<file path="src/rtl/approx_err_monitor.sv">
// ----------------------------------------------------------------------------
// approx_err_monitor
//
// Purpose:
//   Error-metric accumulator for characterising an approximate adder. It
//   streams (exact, approximate) N-bit sum pairs over a run of num_samples.
//   Over that run it accumulates:
//     - the sample count
//     - the error count (pairs that differ)
//     - the exact-zero count (pairs excluded from MRED)
//     - the sum of error distances |approx - exact|, which saturates
//     - the largest error distance seen
//   Host firmware derives ER, MED, NMED and the MRED-valid count from these
//   results.
//
// Optional feature:
//   Define ERR_BIAS_EN to add o_bias_sum. It is a wrapping two's-complement
//   sum of the signed difference (approx - exact).
//
// Parameters:
//   N      operand/sum width
//   CNT_W  width of the sample/error/zero counters
//   ACC_W  width of the error-distance accumulator (>= N)
//
// Ports:
//   clk             rising-edge clock
//   rst_n           asynchronous active-low reset
//   i_start         one-cycle pulse; launches a run (IDLE/DONE only)
//   i_num_samples   samples per run, latched on an accepted start
//   i_in_valid      i_exact_s / i_approx_s valid
//   o_in_ready      block accepts a pair this cycle
//   i_exact_s       exact reference sum
//   i_approx_s      approximate adder sum
//   o_busy          run in progress (RUN or DRAIN)
//   o_done          results final and stable
//   o_sample_count  pairs accumulated
//   o_err_count     pairs with approx != exact
//   o_zero_count    pairs with exact == 0
//   o_sum_ed        saturating sum of |approx - exact|
//   o_max_ed        largest |approx - exact|
//   o_acc_ovf       sticky: o_sum_ed saturated
//   o_bias_sum      signed sum of (approx - exact)   [ERR_BIAS_EN only]
// ----------------------------------------------------------------------------
module approx_err_monitor #(
    parameter int N     = 16,
    parameter int CNT_W = 32,
    parameter int ACC_W = 48
) (
    input  logic             clk,
    input  logic             rst_n,
    input  logic             i_start,
    input  logic [CNT_W-1:0] i_num_samples,
    input  logic             i_in_valid,
    output logic             o_in_ready,
    input  logic [N-1:0]     i_exact_s,
    input  logic [N-1:0]     i_approx_s,
    output logic             o_busy,
    output logic             o_done,
    output logic [CNT_W-1:0] o_sample_count,
    output logic [CNT_W-1:0] o_err_count,
    output logic [CNT_W-1:0] o_zero_count,
    output logic [ACC_W-1:0] o_sum_ed,
    output logic [N-1:0]     o_max_ed,
    output logic             o_acc_ovf
`ifdef ERR_BIAS_EN
    ,
    output logic [ACC_W-1:0] o_bias_sum
`endif
);

    typedef enum logic [1:0] {
        ST_IDLE,
        ST_RUN,
        ST_DRAIN,
        ST_DONE
    } state_t;

    state_t           r_state;
    state_t           w_next_state;

    logic [CNT_W-1:0] r_num_samples;
    logic [CNT_W-1:0] r_accepted;
    logic             r_drain_cnt;

    logic             w_start_ok;
    logic             w_accept;
    logic             w_last;

    logic             w_neg;
    logic [N-1:0]     w_ed;

    logic             r_s1_valid;
    logic [N-1:0]     r_s1_ed;
    logic             r_s1_mis;
    logic             r_s1_zero;

    logic [CNT_W-1:0] r_sample_count;
    logic [CNT_W-1:0] r_err_count;
    logic [CNT_W-1:0] r_zero_count;
    logic [ACC_W-1:0] r_sum_ed;
    logic [N-1:0]     r_max_ed;
    logic             r_acc_ovf;
    logic [ACC_W:0]   w_sum_wide;

`ifdef ERR_BIAS_EN
    logic signed [N:0]     w_diff;
    logic signed [N:0]     r_s1_diff;
    logic [ACC_W-1:0]      r_bias_sum;
`endif

    // Start is honoured only between runs; a start while busy changes nothing.
    assign w_start_ok = i_start && ((r_state == ST_IDLE) || (r_state == ST_DONE));
    assign o_in_ready = (r_state == ST_RUN) && (r_accepted < r_num_samples);
    assign w_accept   = i_in_valid && o_in_ready;
    // The last pair is the one that brings the accept count up to the target.
    assign w_last     = w_accept && (r_accepted == (r_num_samples - CNT_W'(1)));

    // Error distance magnitude without a wider subtractor: pick the
    // subtraction order from the comparison so the result never wraps.
    assign w_neg = (i_approx_s < i_exact_s);
    assign w_ed  = w_neg ? (i_exact_s - i_approx_s) : (i_approx_s - i_exact_s);

`ifdef ERR_BIAS_EN
    assign w_diff = $signed({1'b0, i_approx_s}) - $signed({1'b0, i_exact_s});
`endif

    // State register plus the small run bookkeeping (target, accept count,
    // and the drain timer that lets the two pipeline stages empty).
    always_ff @(posedge clk or negedge rst_n) begin
        if (!rst_n) begin
            r_state       <= ST_IDLE;
            r_num_samples <= '0;
            r_accepted    <= '0;
            r_drain_cnt   <= 1'b0;
        end else begin
            r_state     <= w_next_state;
            r_drain_cnt <= (r_state == ST_DRAIN);
            if (w_start_ok) begin
                r_num_samples <= i_num_samples;
                r_accepted    <= '0;
            end else if (w_accept) begin
                r_accepted <= r_accepted + CNT_W'(1);
            end
        end
    end

    // Next-state logic. DRAIN lasts two cycles: the first covers stage 1,
    // the second covers stage 2, so DONE is only reached with final results.
    always_comb begin
        w_next_state = r_state;
        case (r_state)
            ST_IDLE, ST_DONE: begin
                if (w_start_ok) begin
                    w_next_state = (i_num_samples != '0) ? ST_RUN : ST_DONE;
                end
            end
            ST_RUN: begin
                if (w_last) begin
                    w_next_state = ST_DRAIN;
                end
            end
            ST_DRAIN: begin
                if (r_drain_cnt) begin
                    w_next_state = ST_DONE;
                end
            end
            default: w_next_state = ST_IDLE;
        endcase
    end

    // Stage 1 captures the per-pair metrics of an accepted pair.
    always_ff @(posedge clk or negedge rst_n) begin
        if (!rst_n) begin
            r_s1_valid <= 1'b0;
            r_s1_ed    <= '0;
            r_s1_mis   <= 1'b0;
            r_s1_zero  <= 1'b0;
`ifdef ERR_BIAS_EN
            r_s1_diff  <= '0;
`endif
        end else begin
            r_s1_valid <= w_accept;
            if (w_accept) begin
                r_s1_ed   <= w_ed;
                r_s1_mis  <= (i_approx_s != i_exact_s);
                r_s1_zero <= (i_exact_s == '0);
`ifdef ERR_BIAS_EN
                r_s1_diff <= w_diff;
`endif
            end
        end
    end

    // One extra bit on the distance sum exposes the carry that triggers
    // saturation.
    assign w_sum_wide = (ACC_W + 1)'(r_sum_ed) + (ACC_W + 1)'(r_s1_ed);

    // Stage 2 folds stage-1 results into the accumulators. An accepted
    // start wipes every result so each run starts from zero.
    always_ff @(posedge clk or negedge rst_n) begin
        if (!rst_n) begin
            r_sample_count <= '0;
            r_err_count    <= '0;
            r_zero_count   <= '0;
            r_sum_ed       <= '0;
            r_max_ed       <= '0;
            r_acc_ovf      <= 1'b0;
`ifdef ERR_BIAS_EN
            r_bias_sum     <= '0;
`endif
        end else if (w_start_ok) begin
            r_sample_count <= '0;
            r_err_count    <= '0;
            r_zero_count   <= '0;
            r_sum_ed       <= '0;
            r_max_ed       <= '0;
            r_acc_ovf      <= 1'b0;
`ifdef ERR_BIAS_EN
            r_bias_sum     <= '0;
`endif
        end else if (r_s1_valid) begin
            r_sample_count <= r_sample_count + CNT_W'(1);
            r_err_count    <= r_err_count + CNT_W'(r_s1_mis);
            r_zero_count   <= r_zero_count + CNT_W'(r_s1_zero);
            if (w_sum_wide[ACC_W]) begin
                r_sum_ed  <= '1;
                r_acc_ovf <= 1'b1;
            end else begin
                r_sum_ed <= w_sum_wide[ACC_W-1:0];
            end
            if (r_s1_ed > r_max_ed) begin
                r_max_ed <= r_s1_ed;
            end
`ifdef ERR_BIAS_EN
            r_bias_sum <= r_bias_sum + ACC_W'(r_s1_diff);
`endif
        end
    end

    assign o_busy         = (r_state == ST_RUN) || (r_state == ST_DRAIN);
    assign o_done         = (r_state == ST_DONE);
    assign o_sample_count = r_sample_count;
    assign o_err_count    = r_err_count;
    assign o_zero_count   = r_zero_count;
    assign o_sum_ed       = r_sum_ed;
    assign o_max_ed       = r_max_ed;
    assign o_acc_ovf      = r_acc_ovf;
`ifdef ERR_BIAS_EN
    assign o_bias_sum     = r_bias_sum;
`endif

endmodule

</file>
<file path="config.mk">
export PLATFORM = sky130hd
export DESIGN_NAME = approx_err_monitor
export DESIGN_NICKNAME = d
export VERILOG_FILES = /design/src/rtl/approx_err_monitor.sv
export SDC_FILE = /design/constraint.sdc
export NUM_CORES = 1
export LEC_CHECK = 0
export BUFFER_PORTS_ARGS = -buffer_cell sky130_fd_sc_hd__buf_2
export CAP_MARGIN = 5
export CORE_ASPECT_RATIO = 0.9
export CORE_MARGIN = 2
export CORE_UTILIZATION = 40
export CTS_CLUSTER_SIZE = 20
export DETAILED_ROUTE_END_ITERATION = 6
export HOLD_SLACK_MARGIN = 0.12
export PLACE_DENSITY = 0.59
export SLEW_MARGIN = 20
export SYNTH_ARGS = -nofsm -noshare
export SYNTH_HDL_FRONTEND = slang
export SYNTH_SLANG_ARGS = --single-unit
</file>
<file path="constraint.sdc">
create_clock -name clk -period 9.06 [get_ports clk]
set_clock_uncertainty 0.1 [all_clocks]
set_input_delay 1.812 -clock clk [delete_from_list [all_inputs] [get_ports clk]]
set_output_delay 1.812 -clock clk [all_outputs]
set_load 0.05 [all_outputs]
</file>
==> impl_metrics.env, run 1 <==
export IMPL_synth_edff_count=0
export IMPL_drc=0
export IMPL_grt_pass1_wl_um=69000
export IMPL_hp_class="reg2reg"
export IMPL_clock_fmax_mhz=197
export IMPL_fill_cells=3792
export IMPL_cts_setup_buffers=0
export IMPL_timing_final_crit_share=0.561
export IMPL_core_area_mm2=0.0386
export IMPL_timing_slew_headroom=0.323
export IMPL_synth_xor_area_frac=0.102
export IMPL_num_io_pins=232
export IMPL_synth_area_leaders="dfrtp_1 (39%), ha_1 (8.3%), xor2_1 (5.3%), xnor2_1 (4.9%), nand2_1 (4.3%)"
export IMPL_avgSynthCellArea_um2=8.82
export IMPL_synth_top_area_frac=0.392
export IMPL_grtUsageTotal=0.208
export IMPL_rsz0062_at_grt="no"
export IMPL_layout_drive_gt1_share=0.156
export IMPL_fin_area_mm2=0.0184
export IMPL_drt_pass1_iter_count=5
export IMPL_path_class="in2reg"
export IMPL_hold_viol=0
export IMPL_most_common_layout_cells="dfrtp_1 (246), buf_2 (230), nand2_1 (179)"
export IMPL_slew_violations=0
export IMPL_worstPathRequired_ns=9.37
export IMPL_worst_slew_pin_slew_ns=1.01
export IMPL_clk_pin_slew_ns=0.06
export IMPL_numCtsBuffers=30
export IMPL_synth_top_family_by_area="simple AND/OR/NAND/NOR gates"
export IMPL_dieWidth_um=213
export IMPL_wl_per_cell_um=16.9
export IMPL_antenna_cells=0
export IMPL_area_growth_pct=17.1
export IMPL_grt_pass1_vias=13100
export IMPL_tritoncts="built"
export IMPL_grt_overflow=0
export IMPL_die_area_mm2=0.0410
export IMPL_yosys_warnings=0
export IMPL_synth_seq_area_share=0.392
export IMPL_netlist_area_mm2=0.0158
export IMPL_setup_viol=0
export IMPL_initial_utilization=0.408
export IMPL_synthSimpleGateAreaFrac=0.213
export IMPL_io_buffer_count=231
export IMPL_dp_hpwl_um=31400
export IMPL_async_reset_ff_frac=1.00
export IMPL_synth_seq_cells=247
export IMPL_muxShareOfSynthArea=0.0297
export IMPL_peakVddDrop_mv=0.168
export IMPL_nNetsFinal=2175
export IMPL_synth_main_ff_cell="dfrtp_1"
export IMPL_clkLatencyLatePin_ns=0.56
export IMPL_status="complete, no violations"
export IMPL_cts_sinks=247
export IMPL_finalCriticalPeriod_ns=5.08
export IMPL_die_y_um=192
export IMPL_ant_nets=0
export IMPL_synth_fp_nets=1962
export IMPL_cp_max_fo=17
export IMPL_antenna_found_initial=1
export IMPL_drt_iter0_drc=1115
export IMPL_htreeDepth=1
export IMPL_placed_area_mm2=0.0175
export IMPL_yosys_area_top_type="dfrtp_1"
export IMPL_p_leak_nw=8.97
export IMPL_cts_hold_fix_buffers=0
export IMPL_power_mw=4.63
export IMPL_route_vias_total=13600
export IMPL_synth_distinct_cells=72
export IMPL_tns_ns=0
export IMPL_cts_path_max_buffers=3
export IMPL_netlist_instances=1786
export IMPL_rows=68
export IMPL_maxCapViolCount=0
export IMPL_synthAdderAreaFrac=0.0872
export IMPL_synth_compound_gate_area_share=0.132
export IMPL_crit_path_start_kind="primary input"
export IMPL_grt_max_degree=150
export IMPL_final_common_cell="dfrtp_1"
export IMPL_routed_wl_um=43100
export IMPL_cts_root_buffer="clkbuf_16"
export IMPL_powerDensity_mw_per_mm2=251
export IMPL_cts_resized=0
export IMPL_setup_worst_path_end_class="flip-flop"
export IMPL_viasPerCell=5.36
export IMPL_worstPathArrival_ns=5.39
export IMPL_gp_congestion=0.850
-- critical path: stages --
cell and delay [ns]:
buf_2 0.10, inv_1 0.04, ha_1 0.40, nand4_1 0.21
or4_1 0.52, o21bai_1 0.35, nand2_1 0.64, mux2_2 0.42
or3_1 0.33, o32a_1 0.31, xnor2_1 0.15, o21ai_0 0.10
-- report_power, final --
part / internal [mW] / switching (mW) / leakage [nW]
Clock: 0.714 / 0.477 / 0.492
Sequential: 1.29 / 0.260 / 3.33
Combinational: 0.670 / 1.22 / 5.15
-- per-stage QoR --
stage          utilization  worst slack, ns  cells  hold slack [ns]
2_1_floorplan            -             4.23   1786            0.354
3_3_place_gp         0.452             3.55   2492            0.370
3_5_place_dp         0.452             3.45   2492            0.387
4_1_cts              0.478             4.01   2546            0.400
5_1_grt              0.478             3.78   2546            0.427
6_report             0.478             3.98   2546            0.397
-- cell usage after synthesis (11+ instances only) --
| cell type | instances |
|---|---|
| a21o_1 | 25 |
| a21oi_1 | 121 |
| and2_1 | 11 |
| and3_1 | 39 |
| and4_1 | 17 |
| clkbuf_1 | 59 |
| dfrtp_1 | 247 |
| ha_1 | 105 |
| inv_1 | 120 |
| mux2i_1 | 40 |
| nand2_1 | 180 |
| nand3_1 | 65 |
| nand4_1 | 58 |
| nor2_1 | 174 |
| nor2b_1 | 13 |
| nor3_1 | 37 |
| nor4_1 | 26 |
| o21ai_0 | 90 |
| or3_1 | 14 |
| or4_1 | 11 |
| xnor2_1 | 88 |
| xor2_1 | 95 |
-- cell families (layout without fill, tap and decap cells) --
group / after synthesis / after routing
AND/OR/NAND/NOR: 678 / 678
AO/OA/AOI/OAI: 341 / 341
flip-flops: 247 / 247
XOR/XNOR: 183 / 183
buffers and inverters: 183 / 418
adder cells (fa/ha/maj): 108 / 108
multiplexers: 46 / 46
-- final timing paths --
check	startpoint	to	slack (ns)	cells after the start
max	i_exact_s[10]	r_s1_ed[14]	3.98	12
min	r_s1_mis	r_s1_mis	0.40	2
max reg2reg	r_num_samples[17]	r_accepted[30]	4.76	12
min reg2reg	r_s1_mis	r_s1_mis	0.40	2
max in group asynchronous	rst_n	r_s1_ed[15]	6.35	2
min in group asynchronous	rst_n	r_num_samples[9]	1.15	1
-- metal layers --
layer	global-route usage	up-vias	wire length, um
li1	-	6707	-
met4	0.0534	0	1100
met2	0.332	330	19500
met5	0	-	0
met1	0.290	6533	20100
met3	0.0374	64	2450
-- cell type report --
| type | count | area (um2) | share of cell area |
|---|---|---|---|
| clock buffer | 45 | 908 | 0.0492 |
| sequential | 247 | 6180 | 0.335 |
| tap | 525 | 657 | 0.0356 |
| clock inverter | 9 | 70.1 | 0.00380 |
| multi-input combinational | 1356 | 8900 | 0.483 |
| timing repair buffer | 244 | 1280 | 0.0692 |
| inverter | 120 | 450 | 0.0244 |
-- flip-flops by register name, summed over array words and instances, names as in the netlist, 16 cells and up --
register and cells:
r_accepted 32, r_num_samples 32, o_err_count 32, o_sample_count 32, r_s1_ed 16, o_max_ed 16
o_sum_ed 48, o_zero_count 32
No activity file was read; power rests on OpenSTA's default activity.
==> run 2: changes to the inputs <==
- PLACE_DENSITY: 0.59 -> 0.62
- clock period: 9.06 -> 4.35 ns (I/O delays scaled with it)
==> impl_metrics.env, run 2 (synthesis gave the netlist of run 1 again) <==
export IMPL_status="complete, no violations"
export IMPL_r2r_end="r_state[1]"
export IMPL_routed_wl_um=43800
export IMPL_grt_max_degree=113
export IMPL_drt_iter0_drc=810
export IMPL_clock_fmax_mhz=247
export IMPL_ant_nets=0
export IMPL_tritoncts="built"
export IMPL_dieWidth_um=213
export IMPL_drt_pass1_iter_count=5
export IMPL_num_io_pins=232
export IMPL_finalCriticalPeriod_ns=4.06
export IMPL_layout_drive_gt1_share=0.165
export IMPL_clk_pin_slew_ns=0.06
export IMPL_r2r_start="r_num_samples[4]"
export IMPL_io_buffer_count=231
export IMPL_most_common_layout_cells="dfrtp_1 (246), buf_2 (230), nand2_1 (179)"
export IMPL_grt_pass1_wl_um=69800
export IMPL_slew_violations=0
export IMPL_wl_per_cell_um=17.1
export IMPL_core_area_mm2=0.0386
export IMPL_r2r_cells=9
export IMPL_die_y_um=192
export IMPL_clkLatencyLatePin_ns=0.57
export IMPL_cp_max_fo=5
export IMPL_drc=0
export IMPL_antenna_found_initial=0
export IMPL_p_leak_nw=9.08
export IMPL_cts_hold_fix_buffers=0
export IMPL_worst_r2r_setup_slack_ns=0.46
export IMPL_cts_sinks=247
export IMPL_cts_resized=0
export IMPL_slowest_stage="dfrtp_1"
export IMPL_peakVddDrop_mv=0.336
export IMPL_pre_cts_slack_ns=0.276
export IMPL_grt_pass1_vias=13100
export IMPL_die_area_mm2=0.0410
export IMPL_cpPeakStageDelay_ns=0.47
export IMPL_cts_setup_buffers=0
export IMPL_nNetsFinal=2191
export IMPL_powerDensity_mw_per_mm2=529
export IMPL_path_cells="inv_1 > ha_1 > a21o_1 > a211o_1 > o31ai_1 > a211oi_1 > nor2_1 > buf_2"
export IMPL_viasPerCell=5.32
export IMPL_worstPathArrival_ns=3.09
export IMPL_area_growth_pct=18.5
export IMPL_timing_final_crit_share=0.932
export IMPL_tns_ns=0
export IMPL_maxCapViolCount=0
export IMPL_cts_root_buffer="clkbuf_16"
export IMPL_grtUsageTotal=0.210
export IMPL_htreeDepth=1
export IMPL_dp_hpwl_um=32400
export IMPL_initial_utilization=0.408
export IMPL_numCtsBuffers=29
export IMPL_largest_register_ffs=48
export IMPL_worstPathRequired_ns=3.38
export IMPL_holdWs_ns=0.300
export IMPL_rsz0062_at_grt="no"
export IMPL_final_common_cell="dfrtp_1"
export IMPL_setup_ws_ns=0.294
export IMPL_crit_path_start_kind="flip-flop"
export IMPL_setup_viol=0
export IMPL_route_vias_total=13600
export IMPL_grt_overflow=0
export IMPL_path_class="reg2out"
export IMPL_hp_class="in2async"
export IMPL_antenna_cells=0
export IMPL_hold_viol=0
export IMPL_rows=68
export IMPL_setup_worst_path_end_class="primary output"
export IMPL_gp_congestion=0.909
export IMPL_worst_slew_pin_slew_ns=0.973
export IMPL_cts_path_max_buffers=3
export IMPL_timing_slew_headroom=0.352
-- run 2: cell type report --
cell class,instances,area [um2]
flip-flops and latches,247,6180
clock buffers,35,788
clock inverters,19,260
well taps,525,657
multi-input cells,1356,8900
fillers,3788,20000
repair buffers,261,1430
inverters,120,450
-- run 2: routing by layer --
metal	vias to the layer above	global-route usage	wire length (um)
li1	6730	-	-
met1	6555	0.291	20300
met2	300	0.342	20100
met3	57	0.0395	2470
met4	0	0.0470	925
met5	-	0	0
-- run 2: critical path, delay by kind of cell, from the launching register on --
family          cells  cell delay, ns
compound gates      4            1.04
flops               1            0.47
fa+ha+maj           1            0.31
buf+inv             2            0.42
simple gates        1            0.27
-- run 2: metrics by stage --
step | util | area, um2 | power [mW] | instances
floorplan | - | 15800 | 6.09 | 1786
global placement | 0.456 | 17600 | 7.17 | 2509
detailed placement | 0.456 | 17600 | 7.24 | 2509
CTS | 0.483 | 18700 | 9.97 | 2563
global route | 0.483 | 18700 | 10.6 | 2563
finish | 0.483 | 18700 | 9.89 | 2563
-- run 2: where the power goes --
part           switching, mW  internal, mW  total [mW]
combinational           2.58          1.45        4.03
sequential             0.498          2.69        3.19
clock                   1.03          1.64        2.67
-- run 2: how the worst max path moves through the flow --
stage	from	endpoint	slack [ns]
after floorplan	i_exact_s[8]	r_s1_ed[14]	0.46
after global placement	i_exact_s[10]	r_s1_ed[14]	0.33
after detailed placement	i_exact_s[10]	r_s1_ed[14]	0.28
after CTS	r_num_samples[9]	o_in_ready	0.27
after global routing	r_num_samples[9]	o_in_ready	0.17
final	r_num_samples[9]	o_in_ready	0.29
